<file path="config.mk">
export PLATFORM = sky130hd
export DESIGN_NAME = pass_entry
export DESIGN_NICKNAME = d
export VERILOG_FILES = /design/src/rtl/pass_entry.sv
export SDC_FILE = /design/constraint.sdc
export NUM_CORES = 1
export LEC_CHECK = 0
export BUFFER_PORTS_ARGS = -buffer_cell sky130_fd_sc_hd__buf_2
export CAP_MARGIN = 20
export CORE_ASPECT_RATIO = 1.1
export CORE_MARGIN = 5
export CORE_UTILIZATION = 50
export DETAILED_ROUTE_END_ITERATION = 8
export GPL_TIMING_DRIVEN = 1
export PLACE_DENSITY_LB_ADDON = 0.3
export SYNTH_ARGS = -nofsm -noshare
export SYNTH_HDL_FRONTEND = slang
export SYNTH_SLANG_ARGS = --single-unit
export TNS_END_PERCENT = 10
</file>
<file path="constraint.sdc">
create_clock -name clk -period 2.37 [get_ports clk]
set_clock_uncertainty 0.15 [all_clocks]
set_input_delay 0.474 -clock clk [delete_from_list [all_inputs] [get_ports clk]]
set_output_delay 0.474 -clock clk [all_outputs]
set_load 0.01 [all_outputs]
</file>
<file path="src/rtl/pass_entry.sv">
// Password-entry front end: synchronizes and debounces a 2-bit keypad, collects two
// digits for the gate FSM, waits for its verdict and locks out after repeated denials.
module pass_entry #(
  parameter int DEBOUNCE_CYCLES = 4,
  parameter int TIMEOUT_CYCLES  = 64,
  parameter int MAX_TRIES       = 3,
  parameter int LOCK_CYCLES     = 128
) (
  input  logic       clk,
  input  logic       reset_n,
  input  logic       key_press,
  input  logic [1:0] key_code,
  input  logic       key_clear,
  input  logic       grant,
  input  logic       deny,
  output logic [1:0] pass1,
  output logic [1:0] pass2,
  output logic       pass_valid,
  output logic [1:0] digit_cnt,
  output logic       locked,
  output logic [1:0] tries
);

  localparam int DBW = $clog2(DEBOUNCE_CYCLES + 1);
  localparam int TOW = $clog2(TIMEOUT_CYCLES + 1);
  localparam int LKW = $clog2(LOCK_CYCLES + 1);
  localparam logic [DBW-1:0] DEB_MAX   = DBW'(DEBOUNCE_CYCLES);
  localparam logic [DBW-1:0] DEB_PRE   = DBW'(DEBOUNCE_CYCLES - 1);
  localparam logic [TOW-1:0] TO_LAST   = TOW'(TIMEOUT_CYCLES - 1);
  localparam logic [LKW-1:0] LK_LAST   = LKW'(LOCK_CYCLES - 1);
  localparam logic [1:0]     TRIES_MAX = 2'(MAX_TRIES);

  typedef enum logic [1:0] {
    S_EMPTY     = 2'd0,
    S_ONE_DIGIT = 2'd1,
    S_PRESENT   = 2'd2,
    S_LOCKED    = 2'd3
  } state_e;

  state_e           state_q, state_d;
  logic [1:0]       press_sync_q, clear_sync_q;
  logic [1:0]       code_s1_q, code_s2_q;
  logic             grant_s_q, grant_d_q, deny_s_q, deny_d_q;
  logic [DBW-1:0]   deb_cnt_q, deb_cnt_d;
  logic [TOW-1:0]   idle_q, idle_d;
  logic [LKW-1:0]   lock_cnt_q, lock_cnt_d;
  logic [1:0]       pass1_q, pass1_d, pass2_q, pass2_d, digit_cnt_q, digit_cnt_d;
  logic [1:0]       tries_q, tries_d;
  logic             pass_valid_q, pass_valid_d, locked_q, locked_d;

  logic             press_s, clear_s, accept_s, grant_edge_s, deny_edge_s, to_empty_s;
  logic [1:0]       tries_inc_s;

  assign press_s      = press_sync_q[1];
  assign clear_s      = clear_sync_q[1];
  // Only the 3->4 step accepts, so a saturated (held) key never repeats.
  assign accept_s     = press_s && (deb_cnt_q == DEB_PRE);
  assign grant_edge_s = grant_s_q & ~grant_d_q;
  assign deny_edge_s  = deny_s_q & ~deny_d_q;
  assign tries_inc_s  = (tries_q == TRIES_MAX) ? tries_q : tries_q + 2'd1;

  // Debounce counter next value.
  always_comb begin
    deb_cnt_d = deb_cnt_q;
    if (!press_s) begin
      deb_cnt_d = '0;
    end else if (deb_cnt_q != DEB_MAX) begin
      deb_cnt_d = deb_cnt_q + DBW'(1);
    end else begin
      deb_cnt_d = deb_cnt_q;
    end
  end

  // Entry FSM next state and registered output values.
  always_comb begin
    state_d      = state_q;
    pass1_d      = pass1_q;
    pass2_d      = pass2_q;
    pass_valid_d = pass_valid_q;
    digit_cnt_d  = digit_cnt_q;
    locked_d     = locked_q;
    tries_d      = tries_q;
    idle_d       = idle_q;
    lock_cnt_d   = lock_cnt_q;
    to_empty_s   = 1'b0;
    case (state_q)
      S_EMPTY: begin
        if (accept_s) begin
          pass1_d     = code_s2_q;
          digit_cnt_d = 2'd1;
          idle_d      = '0;
          state_d     = S_ONE_DIGIT;
        end else begin
          idle_d = '0;
        end
      end
      S_ONE_DIGIT: begin
        if (clear_s) begin
          to_empty_s = 1'b1;
        end else if (grant_edge_s || deny_edge_s) begin
          idle_d = '0;
        end else if (idle_q == TO_LAST) begin
          to_empty_s = 1'b1;
        end else if (accept_s) begin
          pass2_d      = code_s2_q;
          digit_cnt_d  = 2'd2;
          pass_valid_d = 1'b1;
          idle_d       = '0;
          state_d      = S_PRESENT;
        end else begin
          idle_d = idle_q + TOW'(1);
        end
      end
      S_PRESENT: begin
        if (clear_s) begin
          to_empty_s = 1'b1;
        end else if (grant_edge_s) begin
          tries_d    = 2'd0;
          to_empty_s = 1'b1;
        end else if (deny_edge_s) begin
          tries_d = tries_inc_s;
          if (tries_inc_s == TRIES_MAX) begin
            state_d      = S_LOCKED;
            locked_d     = 1'b1;
            lock_cnt_d   = '0;
            pass1_d      = 2'd0;
            pass2_d      = 2'd0;
            pass_valid_d = 1'b0;
            digit_cnt_d  = 2'd0;
          end else begin
            to_empty_s = 1'b1;
          end
        end else if (idle_q == TO_LAST) begin
          to_empty_s = 1'b1;
        end else begin
          idle_d = idle_q + TOW'(1);
        end
      end
      S_LOCKED: begin
        if (lock_cnt_q == LK_LAST) begin
          tries_d    = 2'd0;
          locked_d   = 1'b0;
          to_empty_s = 1'b1;
        end else begin
          lock_cnt_d = lock_cnt_q + LKW'(1);
        end
      end
      default: begin
        locked_d   = 1'b0;
        to_empty_s = 1'b1;
      end
    endcase
    if (to_empty_s) begin
      state_d      = S_EMPTY;
      pass1_d      = 2'd0;
      pass2_d      = 2'd0;
      pass_valid_d = 1'b0;
      digit_cnt_d  = 2'd0;
      idle_d       = '0;
    end else begin
      idle_d = idle_d;
    end
  end

  // Synchronizers, verdict edge registers and all state.
  always_ff @(posedge clk or negedge reset_n) begin
    if (!reset_n) begin
      press_sync_q <= 2'b00;
      clear_sync_q <= 2'b00;
      code_s1_q    <= 2'd0;
      code_s2_q    <= 2'd0;
      grant_s_q    <= 1'b0;
      grant_d_q    <= 1'b0;
      deny_s_q     <= 1'b0;
      deny_d_q     <= 1'b0;
      deb_cnt_q    <= '0;
      idle_q       <= '0;
      lock_cnt_q   <= '0;
      state_q      <= S_EMPTY;
      pass1_q      <= 2'd0;
      pass2_q      <= 2'd0;
      pass_valid_q <= 1'b0;
      digit_cnt_q  <= 2'd0;
      locked_q     <= 1'b0;
      tries_q      <= 2'd0;
    end else begin
      press_sync_q <= {press_sync_q[0], key_press};
      clear_sync_q <= {clear_sync_q[0], key_clear};
      code_s1_q    <= key_code;
      code_s2_q    <= code_s1_q;
      grant_s_q    <= grant;
      grant_d_q    <= grant_s_q;
      deny_s_q     <= deny;
      deny_d_q     <= deny_s_q;
      deb_cnt_q    <= deb_cnt_d;
      idle_q       <= idle_d;
      lock_cnt_q   <= lock_cnt_d;
      state_q      <= state_d;
      pass1_q      <= pass1_d;
      pass2_q      <= pass2_d;
      pass_valid_q <= pass_valid_d;
      digit_cnt_q  <= digit_cnt_d;
      locked_q     <= locked_d;
      tries_q      <= tries_d;
    end
  end

  assign pass1      = pass1_q;
  assign pass2      = pass2_q;
  assign pass_valid = pass_valid_q;
  assign digit_cnt  = digit_cnt_q;
  assign locked     = locked_q;
  assign tries      = tries_q;

endmodule
</file>
Word level (Yosys, flattened, before mapping)
Index checks and enable logic that the tools add are counted.
{"block": "word_totals", "register_bits": 42, "input_bits": 8, "wordCells": 143}
{"block": "classes", "add_sub_neg": 4, "eq_ne": 29, "muxes": 74, "bitwise_logic": 4, "n_reduce_logical": 14}
{"cell": "two-way mux 7 bit", "n": 9}
{"cell": "two-way mux 2 bit", "n": 26}
{"cell": "two-way mux 8 bit", "n": 5}
{"cell": "!= test 3 bit, second input constant", "n": 13}
{"cell": "two-way mux 1 bit", "n": 22}
{"cell": "case mux 7 bit (3 select lines)", "n": 1}
{"cell": "AND reduction 6 bit", "n": 3}
{"cell": "case mux 8 bit (2 select lines)", "n": 1}
{"cell": "!= test 2 bit, second input constant", "n": 6}
{"cell": "case mux 2 bit (2 select lines)", "n": 3}
{"cell": "case mux 2 bit (3 select lines)", "n": 2}
{"cell": "AND reduction 10 bit", "n": 1}
{"cell": "AND reduction 9 bit", "n": 1}
{"cell": "adder 8 x 1 -> 8 bit, second input constant", "n": 1}
{"cell": "equality test 2 bit, second input constant", "n": 4}
{"cell": "equality test 8 x 7 -> 1 bit, second input constant", "n": 1}
{"cell": "adder 7 x 1 -> 7 bit, second input constant", "n": 1}
{"cell": "equality test 7 x 6 -> 1 bit, second input constant", "n": 1}
{"cell": "AND reduction 7 bit", "n": 1}
{"cell": "two-way mux 3 bit", "n": 2}
{"cell": "nonzero test 3 bit", "n": 2}
{"cell": "!= test 4 bit, second input constant", "n": 1}
{"cell": "case mux 1 bit (2 select lines)", "n": 2}
{"cell": "AND reduction 4 bit", "n": 1}
{"cell": "other kinds (13)", "n": 15}

Depth between registers and ports, before layout
{"block": "logic_depth", "word_depth": 10, "depth_mapped": 9}

Worst setup path after synthesis
No wires, ideal clock.
{"block": "synth_timing", "kind": "register -> register", "start": "reg state_q[1]", "end": "reg state_q[0]", "setup_ns": 0.124, "arrival_time_ns": 1.990, "required_ns": 2.096, "path_slack_ns": 0.106, "stages_incl_launch_ff": 9, "n_path_buf": 1, "period_less_slack_ns": 2.264, "path_cell_list": "dfrtp_1 > inv_1 > ha_1 > buf_6 > or2_2 > a221oi_1 > a2bb2oi_1 > or2_4 > a211o_1"}
{"block": "synth_between", "elab_chain_len": 4, "word_cells_on_any_way": 18, "classes_between": "12 x eq/ne; 3 x mux; 3 x reduce/logical"}
{"item": "start: declaration", "line": "40", "text": "state_e state_q, state_d;"}
{"item": "start signal: assignment", "line": "198", "text": "state_q <= state_d;"}
{"item": "equality test 2 bit or equality test 2 x 1 -> 1 bit (tied branches)", "line": "86", "text": "case (state_q)"}
{"item": "case mux 1 bit (3 select lines)", "line": "86"}
{"item": "!= test 3 bit (no line) or nonzero test 4 bit (tied branches)"}
{"item": "AND reduction 10 bit (no line)"}
Several ways; a longest one is shown, not always the timed one.
A chain may end at the register's enable or synchronous reset.

Final worst setup path
{"block": "layout_timing", "start": "reg idle_q[0]", "end": "reg idle_q[2]"}
{"block": "layout_between", "elab_chain_len": 8, "word_cells_on_any_way": 27, "classes_between": "1 x add/sub; 7 x eq/ne; 17 x mux; 2 x reduce/logical"}
{"item": "start: declaration", "line": "45", "text": "logic [TOW-1:0] idle_q, idle_d;"}
{"item": "start signal: assignment", "line": "196", "text": "idle_q <= idle_d;"}
{"item": "equality test 7 x 6 -> 1 bit", "line": "102, 133"}
{"item": "two-way mux 1 bit", "line": "102, 133"}
{"item": "two-way mux 1 bit", "line": "120", "text": "end else if (deny_edge_s) begin"}
{"item": "two-way mux 1 bit", "line": "117", "text": "end else if (grant_edge_s) begin"}
{"item": "two-way mux 1 bit", "line": "115", "text": "if (clear_s) begin"}
{"item": "case mux 1 bit (3 select lines)", "line": "86"}
{"item": "!= test 4 bit (no line), or another cell as far along"}
{"item": "AND reduction 7 bit (no line)"}
Several ways; a longest one is shown, not always the timed one. The select of a mux whose other input is x is not followed.

==> key figures <==
Min path
  • Hold-critical path endpoint: code_s1_q[1]$_DFF_PN0_
  • Hold Path Class: input pin to flip-flop
  • Number of stages on the worst hold path: 1
  • Origin of the worst min-delay path: key_code[1]

Global routing
  • Vias in the first global route: 1692
  • Remaining global-route overflow: 0
  • Antenna violations before repair: 0
  • Largest net degree at the start of global routing: 24
  • Aggregate global-route resource usage: 15.8%
  • Wire length of the first global-routing pass: 7.33 mm

Placement
  • Detailed placer's ending HPWL: 3.21 mm
  • Post-place instance area: 0.00246 sq mm
  • Routability-driven placement congestion ratio: approximately 0.84
  • Port buffer count: 17

STA
  • Setup TNS: 0 ps
  • Final Hold Viols: 0
  • Transition time of the tightest slew-check pin: 461 ps
  • Max_slew headroom: 69.3%
  • Setup repair after global routing missed its margin: no
  • Share of the cycle needed by the critical path after routing: 95.1%
  • Time the final worst path needs with I/O delays and setup: roughly 2300 ps
  • Finish-stage setup viols: 0
  • Max-slew violation total from the final report: 0
  • Max Clock Freq: ~440 MHz

Setup path
  • CP Launch Type: flip-flop
  • Maximum fanout count along the critical path: 4
  • Crit path capture type: flip-flop
  • Endpoint of the most critical register-to-register path: idle_q[2]$_DFFE_PN0P_
  • Flop-to-flop setup slack: roughly 120 ps
  • Startpoint-to-endpoint class of the critical path: flip-flop to flip-flop
  • Data arrival time of the critical path: ~2300 ps
  • Worst Path Required: 2400 ps
  • FF-to-FF path depth: 7
  • FF-to-FF Start: idle_q[0]$_DFFE_PN0P_

CTS
  • Clock insertion delay at the later pin of the skew report: 290 ps
  • Root cell of the clock tree: sky130_fd_sc_hd__clkbuf_8
  • CTS Buf Count: 5
  • Maximum clock insertion buffer count: 2
  • Number of sinks on the clock net: 42
  • Clock input transition at the sequential cells of the worst setup and hold paths: around 80 ps
  • CTS tree: done
  • H-tree level count: 2
  • Setup Buffers After CTS: 0

Yosys
  • Gate Count Post-Synth: 221
  • Number of unique standard cell types used by synthesis: 62
  • Syn nets: between 200 and 250
  • Share of async-settable or async-resettable flops after synthesis: 100%
  • Flop and latch count out of synthesis: 42
  • Mapped Avg Cell Area: 10.1 sq um
  • Ys Warns: 0
  • Sequential fraction of the synthesis area: 47.1%
  • Number of synthesized flops with an enable pin: 0
  • Top_reg_cell synth: sky130_fd_sc_hd__dfrtp_1
  • Cell area after synthesis: 0.00223 sq mm

Routing
  • Via count of the routed design: 1705
  • Post-detailed-route wirelength per cell: between 10 and 15 um
  • Via density per instance: 5.52
  • Total iterations of the first detailed-routing run: 4
  • Aggregate routed wire length: 4.20 mm
  • Initial drt markers: just under 100
  • Drt drc: 0
  • Post-detailed-route count of antenna-violating nets: 0

Floorplan
  • Core Footprint: 0.00432 sq mm
  • Width of the die: 73.7 um
  • Starting utilization of the core area: 51.7%
  • Number of standard-cell rows in the floorplan: 25
  • Count of boundary I/O pins: 18
  • Die area: 0.00590 sq mm
  • Vertical extent of the die: 80.0 um

Power
  • Cell area power density: 1050 mW/mm^2
  • Largest vdd supply drop: about 440 uV
  • Leakage component of the power: 1.16 nW

Cells and area
  • Nets@finish: 272
  • Commonest non-fill, non-tap cell in the layout: sky130_fd_sc_hd__dfrtp_1
  • Utilization after layout: about three fifths
  • Most frequent cells in the layout: sky130_fd_sc_hd__dfrtp_1, sky130_fd_sc_hd__nor2_1, sky130_fd_sc_hd__nand2_1, sky130_fd_sc_hd__buf_2
  • Number of antenna cells inserted: 0
  • Share of final-layout standard cells stronger than drive strength 1: 22.4%
  • Area growth from synthesis to final layout: 15.8%
  • Finished Cell Area: between 0.002 and 0.003 sq mm

Status
  • Status: finished, final reports clean

Run
  • Max-cap check violation count: 0
## routing by layer
metal / wire (um) / part of all wire (%) / up-vias / global-route usage, %
li1: - / - / 856 / -
met1: 1990 / 47 / 824 / 19.6
met2: 1990 / 47 / 18 / 26.1
met3: 146 / 3.5 / 7 / 4.03
met4: 72 / 1.7 / 0 / 6.16
met5: 0 / 0 / - / 0
## cells in the mapped netlist, types with 2 or more instances
library cell / n / area, sq um
sky130_fd_sc_hd__nor3_1: 6 / 30.0
sky130_fd_sc_hd__a21o_1: 3 / 22.5
sky130_fd_sc_hd__nor2b_1: 6 / 37.5
sky130_fd_sc_hd__a2bb2oi_1: 2 / 17.5
sky130_fd_sc_hd__nor3_2: 2 / 20.0
sky130_fd_sc_hd__inv_1: 12 / 45.0
sky130_fd_sc_hd__nand3_1: 10 / 50.1
sky130_fd_sc_hd__a21boi_0: 4 / 30.0
sky130_fd_sc_hd__a41oi_1: 2 / 17.5
sky130_fd_sc_hd__ha_1: 10 / 125
sky130_fd_sc_hd__and2_1: 2 / 12.5
sky130_fd_sc_hd__mux2i_1: 2 / 20.0
sky130_fd_sc_hd__xnor2_1: 6 / 52.6
sky130_fd_sc_hd__o21ai_0: 11 / 55.1
sky130_fd_sc_hd__nor4_1: 2 / 12.5
sky130_fd_sc_hd__clkbuf_1: 2 / 7.51
sky130_fd_sc_hd__nand2_1: 17 / 63.8
sky130_fd_sc_hd__and2b_1: 2 / 15.0
sky130_fd_sc_hd__dfrtp_1: 42 / 1050
sky130_fd_sc_hd__nor2_1: 18 / 67.6
sky130_fd_sc_hd__or2_2: 2 / 12.5
sky130_fd_sc_hd__nand2b_1: 3 / 18.8
sky130_fd_sc_hd__a21oi_1: 10 / 50.1
sky130_fd_sc_hd__nand4_1: 2 / 12.5
sky130_fd_sc_hd__o31ai_1: 6 / 45.0
## area by class of cell
type / instances / area [sq um]
Multi-Input combinational cell: 161 / 1120
Clock inverter: 1 / 5.00
Inverter: 13 / 48.8
Fill cell: 385 / 1740
Clock buffer: 7 / 86.3
Timing Repair Buffer: 31 / 205
Sequential cell: 42 / 1050
Tap cell: 54 / 67.6
## how the worst max path moves through the flow
stage,from,to,slack (ps),cells past startpoint
after floorplan,state_q[1]$_DFFE_PN0P_,state_q[0]$_DFFE_PN0P_,110,8
after global placement,state_q[0]$_DFFE_PN0P_,state_q[0]$_DFFE_PN0P_,140,8
after detailed placement,state_q[0]$_DFFE_PN0P_,state_q[0]$_DFFE_PN0P_,80,8
after CTS,state_q[0]$_DFFE_PN0P_,state_q[0]$_DFFE_PN0P_,60,8
after global routing,idle_q[0]$_DFFE_PN0P_,idle_q[2]$_DFFE_PN0P_,6,7
final,idle_q[0]$_DFFE_PN0P_,idle_q[2]$_DFFE_PN0P_,120,7
## through the flow
step	instances	total power, mW	setup slack [ps]	hold slack [ps]
after global routing	309	2.93	5.90	123
after floorplan	221	1.83	106	28.4
after detailed placement	300	2.23	75.2	186
after global placement	300	2.20	140	182
final	309	2.71	116	132
after CTS	309	2.70	63.5	125
## sequential cells by signal, summed over array words and instances (netlist names), 2 cells and up
register / flops
pass1: 2
lock_cnt_q: 8
idle_q: 7
pass2: 2
code_s2_q: 2
code_s1_q: 2
digit_cnt: 2
clear_sync_q: 2
deb_cnt_q: 3
state_q: 2
press_sync_q: 2
tries: 2
## kinds of logic after synthesis
| kind of cell | Yosys count | share of synthesized area [%] |
|---|---|---|
| buffers and inverters | 18 | 3.76 |
| XOR/XNOR | 7 | 2.75 |
| AND/OR/NAND/NOR | 85 | 21.5 |
| flip-flops | 42 | 47.1 |
| AO/OA/AOI/OAI | 57 | 18.4 |
| adder cells (fa/ha/maj) | 10 | 5.61 |
| multiplexers | 2 | 0.898 |
## critical path: stages (launching register included)
cell,delay (ps)
sky130_fd_sc_hd__dfrtp_1,410
sky130_fd_sc_hd__ha_1,220
sky130_fd_sc_hd__nand3_1,190
sky130_fd_sc_hd__o211ai_2,190
sky130_fd_sc_hd__a21o_1,210
sky130_fd_sc_hd__a2111oi_0,430
sky130_fd_sc_hd__a311o_1,270
sky130_fd_sc_hd__nor2_1,80
## power breakdown
group / internal [mW] / total [mW] / switching, mW
Combinational: 0.567 / 1.28 / 0.710
Clock: 0.235 / 0.467 / 0.232
Sequential: 0.859 / 0.965 / 0.106
Total: 1.66 / 2.71 / 1.05
## what timing repair did
action | CTS | global route
hold buffers | 1 | 0
resized for setup | 0 | 4
hold endpoints to repair | 19 | 0
setup endpoints to repair | 0 | 7
Power figures use the tool's default switching activity.
